[src/rtl/beat_decimator.sv]
// Boxcar decimator for the complex beat stream.
// Averages 2^DEC_LOG2 samples per output and frames the outputs into chirps.
module beat_decimator #(
  parameter int DATA_WIDTH        = 16,
  parameter int DEC_LOG2          = 2,
  parameter int SAMPLES_PER_CHIRP = 256,
  parameter int IDX_WIDTH         = 8
) (
  input  logic                         clk,
  input  logic                         rst_n,
  input  logic                         chirp_start,
  input  logic                         valid_in,
  input  logic signed [DATA_WIDTH-1:0] beat_i,
  input  logic signed [DATA_WIDTH-1:0] beat_q,
  output logic signed [DATA_WIDTH-1:0] dec_i,
  output logic signed [DATA_WIDTH-1:0] dec_q,
  output logic                         valid_out,
  output logic [IDX_WIDTH-1:0]         sample_idx,
  output logic                         last_out,
  output logic                         busy,
  output logic                         frame_err
);

  localparam int ACC_W = DATA_WIDTH + DEC_LOG2;
  localparam logic [DEC_LOG2-1:0] PH_MAX = '1;
  localparam logic [IDX_WIDTH-1:0] IDX_LAST =
    IDX_WIDTH'(SAMPLES_PER_CHIRP - 1);

  typedef enum logic {
    IDLE,
    ACTIVE
  } state_t;

  state_t state, state_d;

  logic signed [ACC_W-1:0] acc_i, acc_q;
  logic signed [ACC_W-1:0] acc_i_d, acc_q_d;
  logic signed [ACC_W-1:0] ext_i, ext_q;
  logic signed [ACC_W-1:0] sum_i, sum_q;
  logic signed [ACC_W-1:0] sh_i, sh_q;
  logic [DEC_LOG2-1:0]     phase, phase_d;
  logic [IDX_WIDTH-1:0]    idx, idx_d;

  logic signed [DATA_WIDTH-1:0] dec_i_d, dec_q_d;
  logic [IDX_WIDTH-1:0]         sidx_d;
  logic                         valid_d, last_d, ferr_d;
  logic                         dump, is_last;

  assign ext_i = {{DEC_LOG2{beat_i[DATA_WIDTH-1]}}, beat_i};
  assign ext_q = {{DEC_LOG2{beat_q[DATA_WIDTH-1]}}, beat_q};
  assign sum_i = acc_i + ext_i;
  assign sum_q = acc_q + ext_q;
  assign sh_i  = sum_i >>> DEC_LOG2;
  assign sh_q  = sum_q >>> DEC_LOG2;

  assign dump    = (state == ACTIVE) && valid_in && (phase == PH_MAX);
  assign is_last = (idx == IDX_LAST);

  always_comb begin
    state_d = state;
    acc_i_d = acc_i;
    acc_q_d = acc_q;
    phase_d = phase;
    idx_d   = idx;
    dec_i_d = dec_i;
    dec_q_d = dec_q;
    sidx_d  = sample_idx;
    valid_d = 1'b0;
    last_d  = 1'b0;
    ferr_d  = 1'b0;
    // A restart only discards a dump that does not finish the chirp
    if (dump && (is_last || !chirp_start)) begin
      dec_i_d = sh_i[DATA_WIDTH-1:0];
      dec_q_d = sh_q[DATA_WIDTH-1:0];
      sidx_d  = idx;
      valid_d = 1'b1;
      last_d  = is_last;
      acc_i_d = '0;
      acc_q_d = '0;
      phase_d = '0;
      idx_d   = is_last ? '0 : idx + IDX_WIDTH'(1);
      if (is_last && !chirp_start) begin
        state_d = IDLE;
      end
    end else if (chirp_start) begin
      state_d = ACTIVE;
      ferr_d  = (state == ACTIVE);
      acc_i_d = valid_in ? ext_i : '0;
      acc_q_d = valid_in ? ext_q : '0;
      phase_d = DEC_LOG2'(valid_in);
      idx_d   = '0;
    end else if ((state == ACTIVE) && valid_in) begin
      acc_i_d = sum_i;
      acc_q_d = sum_q;
      phase_d = phase + DEC_LOG2'(1);
    end
  end

  always_ff @(posedge clk or negedge rst_n) begin
    if (!rst_n) begin
      state      <= IDLE;
      acc_i      <= '0;
      acc_q      <= '0;
      phase      <= '0;
      idx        <= '0;
      dec_i      <= '0;
      dec_q      <= '0;
      valid_out  <= 1'b0;
      sample_idx <= '0;
      last_out   <= 1'b0;
      busy       <= 1'b0;
      frame_err  <= 1'b0;
    end else begin
      state      <= state_d;
      acc_i      <= acc_i_d;
      acc_q      <= acc_q_d;
      phase      <= phase_d;
      idx        <= idx_d;
      dec_i      <= dec_i_d;
      dec_q      <= dec_q_d;
      valid_out  <= valid_d;
      sample_idx <= sidx_d;
      last_out   <= last_d;
      busy       <= (state_d == ACTIVE);
      frame_err  <= ferr_d;
    end
  end

endmodule

[config.mk]
export PLATFORM = sky130hd
export DESIGN_NAME = beat_decimator
export DESIGN_NICKNAME = d
export VERILOG_FILES = /design/src/rtl/beat_decimator.sv
export SDC_FILE = /design/constraint.sdc
export NUM_CORES = 1
export LEC_CHECK = 0
export ABC_AREA = 1
export CAP_MARGIN = 20
export CORE_MARGIN = 3
export CORE_UTILIZATION = 45
export CTS_CLUSTER_SIZE = 24
export DETAILED_ROUTE_END_ITERATION = 8
export GPL_TIMING_DRIVEN = 0
export PLACE_DENSITY_LB_ADDON = 0.08
export SLEW_MARGIN = 25
export SYNTH_ARGS = -nofsm -noshare
export SYNTH_HDL_FRONTEND = slang
export SYNTH_SLANG_ARGS = --single-unit
[constraint.sdc]
create_clock -name clk -period 1.9 [get_ports clk]
set_input_delay 0.57 -clock clk [delete_from_list [all_inputs] [get_ports clk]]
set_output_delay 0.57 -clock clk [all_outputs]
set_load 0.05 [all_outputs]
* After elaboration in Yosys (flattened, before gate mapping)
Cells that the tools add are included.
Storage, ports and cells: register bits 90, word-level logic and storage cells 48, memories kept 0, memory bits (writable) 0, bits in latches 0, output and inout port bits 44, bits in read-only memories 0
Operators by class: add/sub/neg operators 4, shifts and indexed selects 0, reduce and logical (&&, ||, !) cells 9, eq/ne operators 3, order comparisons 0, div/mod/pow operators 0, mux-type cells 21, $mul 0, bitwise operators 0
Operators with widths (number):
- two-way mux 18 bit | 8
- adder 18 x 16 -> 18 bit | 2
- two-way mux 8 bit | 3
- adder 8 x 1 -> 8 bit (second input constant) | 1
- equality test 8 bit (second input constant) | 1
- two-way mux 1 bit | 7
- two-way mux 2 bit | 3
- logical AND 1 bit | 4
- nonzero test 3 bit | 1
- adder 2 x 1 -> 2 bit (second input constant) | 1
- equality test 2 bit (second input constant) | 1
- != test 2 x 1 -> 1 bit (second input constant) | 1
- AND reduction 2 bit | 1
- nonzero test 2 bit | 1
- logical NOT 1 bit | 1
- logical OR 1 bit | 1

* Logic depth before layout (Yosys ltp)
Gate-level depths: netlist of run 1.
depth in word-level cells 5, mapped depth 14, depth with buffers taken out 14

* Least setup slack after synthesis of run 1
Ideal clock, no wire load.
kind in2reg, from input port beat_q[0], to register acc_q[12], slack -0.153 ns, data arrival time 1.937 ns, stages 12, setup time 0.117 ns, data required time 1.783 ns, cells stage by stage ha_1 > fa_1 > nand3_1 > nand2_1 > nand2_1 > nand2_1 > a21oi_1 > nand2_1 > nand3_1 > nand2_1 > nand2_1 > nand2_1
On the way: cells in the longest elaborated chain, start to end 4
Ends and longest elaborated chain:
- start, declared | RTL line 14 | input logic signed [DATA_WIDTH-1:0] beat_q,
- adder 18 x 16 -> 18 bit | RTL line 52 | assign sum_q = acc_q + ext_q;
- two-way mux 18 bit | RTL line 92 | end else if ((state == ACTIVE) && valid_in) begin
- two-way mux 18 bit | RTL line 85 | end else if (chirp_start) begin
- two-way mux 18 bit | RTL line 72 | if (dump && (is_last || !chirp_start)) begin
- end signal, assigned | RTL line 116 | acc_q <= acc_q_d;
- end, declared | RTL line 36 | logic signed [ACC_W-1:0] acc_i, acc_q;
No other way between the ends. The select of a mux whose other input is x is not followed. A chain may end at the register's enable or synchronous reset.

* Worst setup path after layout of run 1
from register acc_q[0], to register acc_q[12]
On the way: cells in the longest elaborated chain, start to end 4
Ends and longest elaborated chain (RTL line):
- adder 18 x 16 -> 18 bit | 52
- two-way mux 18 bit | 92
- two-way mux 18 bit | 85
- two-way mux 18 bit | 72
No other way between the ends. The select of a mux whose other input is x is not followed.

==> out/metrics.csv, run 1 <==
stage,metric,value,unit
floorplan,row_count,40,
detailed_routing,wirelength,17.7,mm
power_and_ir_drop,fin_total_pwr,10500,uW
global_route,overflow,0,
cells_and_area,nets,999,
floorplan,start_util,46.7,%
critical_path,cp-end-kind,register,
cells_and_area,register_area,0.00225,mm2
clocking,cts.sinks,90,
synth,synth.top_cell.area_share,39.5,%
critical_path,path_class,register to register,
cells_and_area,final_cells,1096,
sta,setup_viol,3,
global_route,grt_max_degree,64,
detailed_routing,route.detailed.drc,0,
job,maxCapViolCount,0,
sta,period_needed,1.94,ns
sta,hold_viol_final,0,
sta,finalWorstSetupSlack,-0.0443,ns
sta,tightest_slew,0.562,ns
detailed_routing,postRouteAntennaNets,0,
clocking,root_buffer,clkbuf_16,
critical_path,path_common_cell,nand2_1,
clocking,insertion_delay,0.36,ns
cells_and_area,antenna_cells,0,
critical_path,critPathMaxStageDelay,0.41,ns
synth,synth_most_common_cell,nand2_1,
synth,ys_seq_area_share,39.5,%
sta,timing.hold.ws,0.0797,ns
cells_and_area,final_layout_size_suffix_gt1_share,21.6,%
floorplan,io_pins,80,
power_and_ir_drop,p_leak,0.00421,uW
synth,ys_warn_count,0,
floorplan,dieHeight,119,um
synth,synth_area_leaders,"dfrtp_1 (39%), nand2_1 (22%), ha_1 (7.9%)",
clocking,path_clk_slew,0.07,ns
synth,synth.avg_cell_area,7.17,um2
worst_hold_path,worstHoldPathType,input pin to async pin,
power_and_ir_drop,p_per_area,1300,mW/mm2
detailed_routing,via_per_inst,5.36,
synth,synth.distinct_cells,35,
synth,synth-edff-count,0,
critical_path,worst-path-buf-inv,1,
synth,netlist_area,0.00571,mm2
cells_and_area,nFillCells,1068,
floorplan,die_width,119,um
synth,syn-num-nets,870,
sta,max_freq,514,MHz
cells_and_area,syn_to_final_growth,41.6,%
global_route,grt_pass1_vias,5609,
run_status,violations,setup timing,
critical_path,path_max_fanout,3,
sta,clock_skew,0.00662,ns
synth,synth-seq-cells,90,
placement,dp_hpwl,11.9,mm
detailed_routing,firstDrtPassIters,5,
synth,ys.flop_type,dfrtp_1,
sta,post-route-period-util,102,%
clocking,htreeDepth,3,
detailed_routing,via_count,5873,
clocking,cts_tree,done,
floorplan,dieArea,0.0141,mm2
critical_path,crit_path_start_kind,register,
sta,tns,-0.0590,ns
placement,place_inst,1044,
critical_path,worst_path_dominant_cell_family,simple AND/OR/NAND/NOR gates,
sta,rsz0062_at_grt,yes,
clocking,clk_path_buf_depth,2,
sta,drv_slew,0,
global_route,grt.total_usage,24.5,%
critical_path,cp_cell_sequence,ha_4 -> fa_2 -> nand3_2 -> nand2_4 -> nand2_4 -> nand2_4 -> a21oi_2 -> inv_1 -> nand2_1 -> nand3_1 -> nand2_1 -> nand2_1 -> nand2_1,
global_route,antenna_found_initial,0,
critical_path,crit_required,2.19,ns
critical_path,worst_path_max_delay_cell,dfrtp_1,
synth,syn_inst,796,
run_status,status,"complete, but fails checks",
placement,preCtsSetupSlack,-0.773,ns
cells_and_area,multi_input_area,0.00386,mm2
global_route,grt_pass1_wl,27.7,mm
synth,synth_commonest_cells,"nand2_1 (338), dfrtp_1 (90), nand3_1 (70), inv_1 (69), a21oi_1 (37)",
placement,io_buffer_count,79,
detailed_routing,wire_per_inst,16.1,um
detailed_routing,drt_iter0_drc,368,
synth,yosysTopAreaCell,dfrtp_1,
synth,synthArstFlopShare,100,%
placement,gp_congestion,0.906,
critical_path,crit_arrival,2.24,ns
floorplan,fp.coreArea,0.0122,mm2
sta,relSlewSlack,62.5,%
clocking,cts-buffers-inserted,9,
power_and_ir_drop,peakVddDrop,0.681,mV
-- routing by layer --
| metal | part of all wire (%) | up-vias | GRT usage (%) |
|---|---|---|---|
| li1 | - | 2840 | - |
| met2 | 48 | 195 | 42.1 |
| met1 | 43 | 2800 | 31.0 |
| met5 | 0 | - | 0 |
| met3 | 5.5 | 38 | 3.59 |
| met4 | 2.8 | 0 | 9.78 |
-- kinds of logic (layout without fill, tap and decap cells) --
family / Yosys count / in the layout / synth area share (%)
simple gates: 456 / 456 / 32.6
compound gates: 105 / 105 / 10.3
buf+inv: 92 / 224 / 6.80
flops: 90 / 90 / 39.5
fa+ha+maj: 38 / 38 / 8.59
xor+xnor: 15 / 15 / 2.30
-- power breakdown --
part / internal (uW) / switching (uW) / total (uW)
Sequential: 2490 / 429 / 2920
Combinational: 2160 / 3750 / 5910
Clock: 909 / 766 / 1680
Total: 5560 / 4940 / 10500
-- cell type report --
cell class	instances	area share (%)
plain buffers	21	2.01
clock buffers	10	2.96
clock inverters	4	0.356
inverters	71	3.39
multi-input cells	614	47.7
flip-flops and latches	90	27.9
well taps	168	2.60
repair buffers	117	13.0
repair inverters	1	0.0929
-- worst register-to-register path, stage by stage, from the launching register on --
cell and delay [ns]:
dfrtp_1 0.41, ha_4 0.18, fa_2 0.37, nand3_2 0.11, nand2_4 0.10, nand2_4 0.11
nand2_4 0.06, a21oi_2 0.16, inv_1 0.05, nand2_1 0.07, nand3_1 0.08, nand2_1 0.08
nand2_1 0.05, nand2_1 0.05
-- flip-flops by register name (all words and copies together) (netlist names) --
| register | cells |
|---|---|
| acc_i | 18 |
| acc_q | 18 |
| dec_i | 16 |
| dec_q | 16 |
| idx | 8 |
| sample_idx | 8 |
| phase | 2 |
| frame_err | 1 |
| last_out | 1 |
| state | 1 |
| valid_out | 1 |
-- stage by stage --
| stage | util (%) | cell area [um2] |
|---|---|---|
| detailed placement | 55.7 | 6810 |
| global placement | 55.5 | 6780 |
| floorplan | - | 5780 |
| CTS | 62.5 | 7630 |
| finish | 66.2 | 8080 |
| global route | 66.2 | 8080 |
-- cells in the final DEF, fill, tap and decap left out, types with 4 or more instances in the layout --
master	synthesis	final
o21ai_1	14	23
xor2_1	8	8
a21oi_1	37	20
o22ai_1	4	4
a21oi_2	0	13
a21oi_4	0	4
nor2_1	31	26
nand3_1	70	59
dfrtp_1	90	90
inv_1	69	65
xnor2_1	7	5
buf_6	3	11
ha_4	0	33
nand3_2	1	10
clkbuf_2	0	10
clkbuf_16	0	10
nand2_4	0	10
dlymetal6s2s_1	0	4
o21ai_0	31	22
nor2_4	1	4
a22oi_1	10	10
nand2_1	338	302
dlygate4sd2_1	0	66
nand2_2	0	26
buf_4	3	34
clkinvlp_4	0	4
nand3b_1	6	6
-- worst paths after layout --
kind / slack (ns) / to / from / depth (start not counted)
max: -0.04 / acc_q[12] / acc_q[0] / 13
min reg2reg: 0.47 / dec_i[1] / dec_i[1] / 2
max in group asynchronous: 1.22 / dec_i[10] / rst_n / 2
min: 0.08 / sample_idx[3] / rst_n / 1
max reg2reg: -0.04 / acc_q[12] / acc_q[0] / 13
min in group clk: 0.47 / dec_i[1] / dec_i[1] / 2
-- timing repair --
item	4_1_cts	5_1_grt
pin swaps	17	56
buffers inserted	21	15
hold buffers	0	0
gates resized for setup	151	103
gates cloned	2	1
setup endpoints to repair	128	85
(Power assumes the default switching activity.)
==> run 2: changes to the inputs <==
--- a/config.mk
+++ b/config.mk
@@ -13,5 +13,5 @@
 export DETAILED_ROUTE_END_ITERATION = 8
 export GPL_TIMING_DRIVEN = 0
-export PLACE_DENSITY_LB_ADDON = 0.08
+export PLACE_DENSITY = 0.7
 export SLEW_MARGIN = 25
 export SYNTH_ARGS = -nofsm -noshare
==> constraint.sdc (replaced) <==
create_clock -name clk -period 1.9 [get_ports clk]
set_input_delay 0.19 -clock clk [delete_from_list [all_inputs] [get_ports clk]]
set_output_delay 0.19 -clock clk [all_outputs]
set_load 0.005 [all_outputs]
==> out/metrics.csv, run 2 (same netlist as run 1, synthesis figures left out) <==
stage,metric,value,unit
global_route,overflow,0,
floorplan,die_width,119,um
cells_and_area,final_layout_size_suffix_gt1_share,15.0,%
global_route,grt_max_degree,65,
global_route,grt_pass1_wl,25.8,mm
floorplan,fp.coreArea,0.0122,mm2
cells_and_area,post-route-util,63.4,%
global_route,antenna_found_initial,0,
detailed_routing,firstDrtPassIters,5,
clocking,path_clk_slew,0.07,ns
clocking,cts_tree,done,
critical_path,path_common_cell,nand2_1,
sta,post-route-period-util,99.3,%
clocking,clk_path_buf_depth,2,
sta,clock_skew,0.00808,ns
global_route,grt.total_usage,22.7,%
floorplan,io_pins,80,
power_and_ir_drop,p_leak,0.00385,uW
clocking,htreeDepth,3,
detailed_routing,via_count,5588,
sta,rsz0062_at_grt,yes,
run_status,status,finished clean,
critical_path,path_max_fanout,3,
sta,tightest_slew,0.673,ns
cells_and_area,finish.instance_area,0.00775,mm2
detailed_routing,postRouteAntennaNets,0,
global_route,grt_pass1_vias,5242,
cells_and_area,nets,983,
worst_hold_path,worstHoldPathType,input pin to async pin,
sta,drv_slew,0,
power_and_ir_drop,pwr-share-seq,31.0,%
cells_and_area,syn_to_final_growth,35.7,%
critical_path,reg2reg_depth,12,
placement,place_inst,1044,
critical_path,worst-path-buf-inv,0,
floorplan,dieHeight,119,um
critical_path,worst_path_max_delay_cell,dfrtp_1,
clocking,insertion_delay,0.35,ns
power_and_ir_drop,p_per_area,1210,mW/mm2
power_and_ir_drop,p_int,5790,uW
critical_path,worst_path_dominant_cell_family,simple AND/OR/NAND/NOR gates,
cells_and_area,final_cells,1081,
sta,max_freq,530,MHz
cells_and_area,antenna_cells,0,
sta,relSlewSlack,55.1,%
placement,io_buffer_count,79,
cells_and_area,top_regs,"acc_i x18, acc_q x18",
cells_and_area,layout_common_cells,"nand2_1 (315), dfrtp_1 (90), clkdlybuf4s50_1 (78), inv_1 (68), nand3_1 (60)",
job,maxCapViolCount,0,
sta,hold_viol_final,0,
placement,place_area,0.00674,mm2
clocking,root_buffer,clkbuf_16,
detailed_routing,wirelength,16.4,mm
floorplan,dieArea,0.0141,mm2
power_and_ir_drop,netSwitchingPower,3560,uW
detailed_routing,via_per_inst,5.17,
critical_path,cp-end-kind,register,
power_and_ir_drop,peakVddDrop,0.699,mV
detailed_routing,wire_per_inst,15.2,um
critical_path,critPathMaxStageDelay,0.41,ns
power_and_ir_drop,comb_power_share,48.0,%
critical_path,crit_path_start_kind,register,
detailed_routing,route.detailed.drc,0,
clocking,cts.sinks,90,
placement,dp_hpwl,11.2,mm
sta,period_needed,1.89,ns
placement,gp_congestion,0.935,
critical_path,cp_cell_sequence,ha_4 -> fa_2 -> nand3_2 -> nand2_4 -> nand2_4 -> nand2_4 -> a21oi_4 -> nand2_1 -> nand3_2 -> nand2_1 -> nand2_1 -> nand2_1,
critical_path,crit_required,2.15,ns
power_and_ir_drop,clkPwrFrac,21.0,%
floorplan,start_util,46.7,%
detailed_routing,drt_iter0_drc,366,
sta,setup_viol,0,
critical_path,crit_arrival,2.13,ns
power_and_ir_drop,switching_share,38.1,%
floorplan,row_count,40,
critical_path,cp.depth,12,
critical_path,path_class,register to register,
clocking,cts-buffers-inserted,9,
sta,timing.hold.ws,0.276,ns
cells_and_area,final_common_cell,nand2_1,
[run 2: layer usage]
layer | GRT usage (%) | share of wire (%)
met5 | 0 | 0
met4 | 6.52 | 2.1
met3 | 3.92 | 4.8
met2 | 37.3 | 47
met1 | 30.8 | 46
[run 2: worst paths after layout]
check	startpoint	end	slack [ns]
max reg2reg	acc_q[0]	acc_q[12]	0.01
min in group clk	dec_i[1]	dec_i[1]	0.48
min reg2reg	dec_i[1]	dec_i[1]	0.48
max	acc_q[0]	acc_q[12]	0.01
min	rst_n	sample_idx[2]	0.28
max in group asynchronous	rst_n	dec_i[14]	1.02
[run 2: power by group through the flow]
| stage | Sequential, uW | Clock, uW | Combinational [uW] |
|---|---|---|---|
| after floorplan | 2840 | 0 | 2360 |
| after global placement | 2860 | 0 | 3700 |
| after detailed placement | 2870 | 0 | 3750 |
| after CTS | 2840 | 1980 | 3880 |
| after global routing | 2970 | 2080 | 5020 |
| final | 2900 | 1970 | 4490 |
[run 2: final cells by class]
| class | count | area [um2] |
|---|---|---|
| multi-input cells | 614 | 3570 |
| fillers | 1102 | 4460 |
| clock buffers | 11 | 243 |
| flip-flops and latches | 90 | 2250 |
| repair inverters | 1 | 7.51 |
| well taps | 168 | 210 |
| plain buffers | 21 | 135 |
| inverters | 71 | 273 |
| repair buffers | 101 | 980 |
| clock inverters | 4 | 76.3 |
[run 2: timing repair]
item	4_1_cts	5_1_grt
gates cloned	1	0
setup endpoints to repair	57	76
setup buffers	9	11
hold buffers	1	0
gates resized for setup	24	90
endpoints found under the hold margin	26	0
pin swaps	10	24
[run 2: per-stage QoR]
step	TNS [ns]	power (uW)	worst slack (ns)
after floorplan	0	5190	0.0632
after global placement	-266.91	6560	-2.74
after detailed placement	-20.07	6610	-0.534
after CTS	-0.0266	8700	-0.0140
after global routing	-0.655	10100	-0.0750
final	0	9350	0.0127
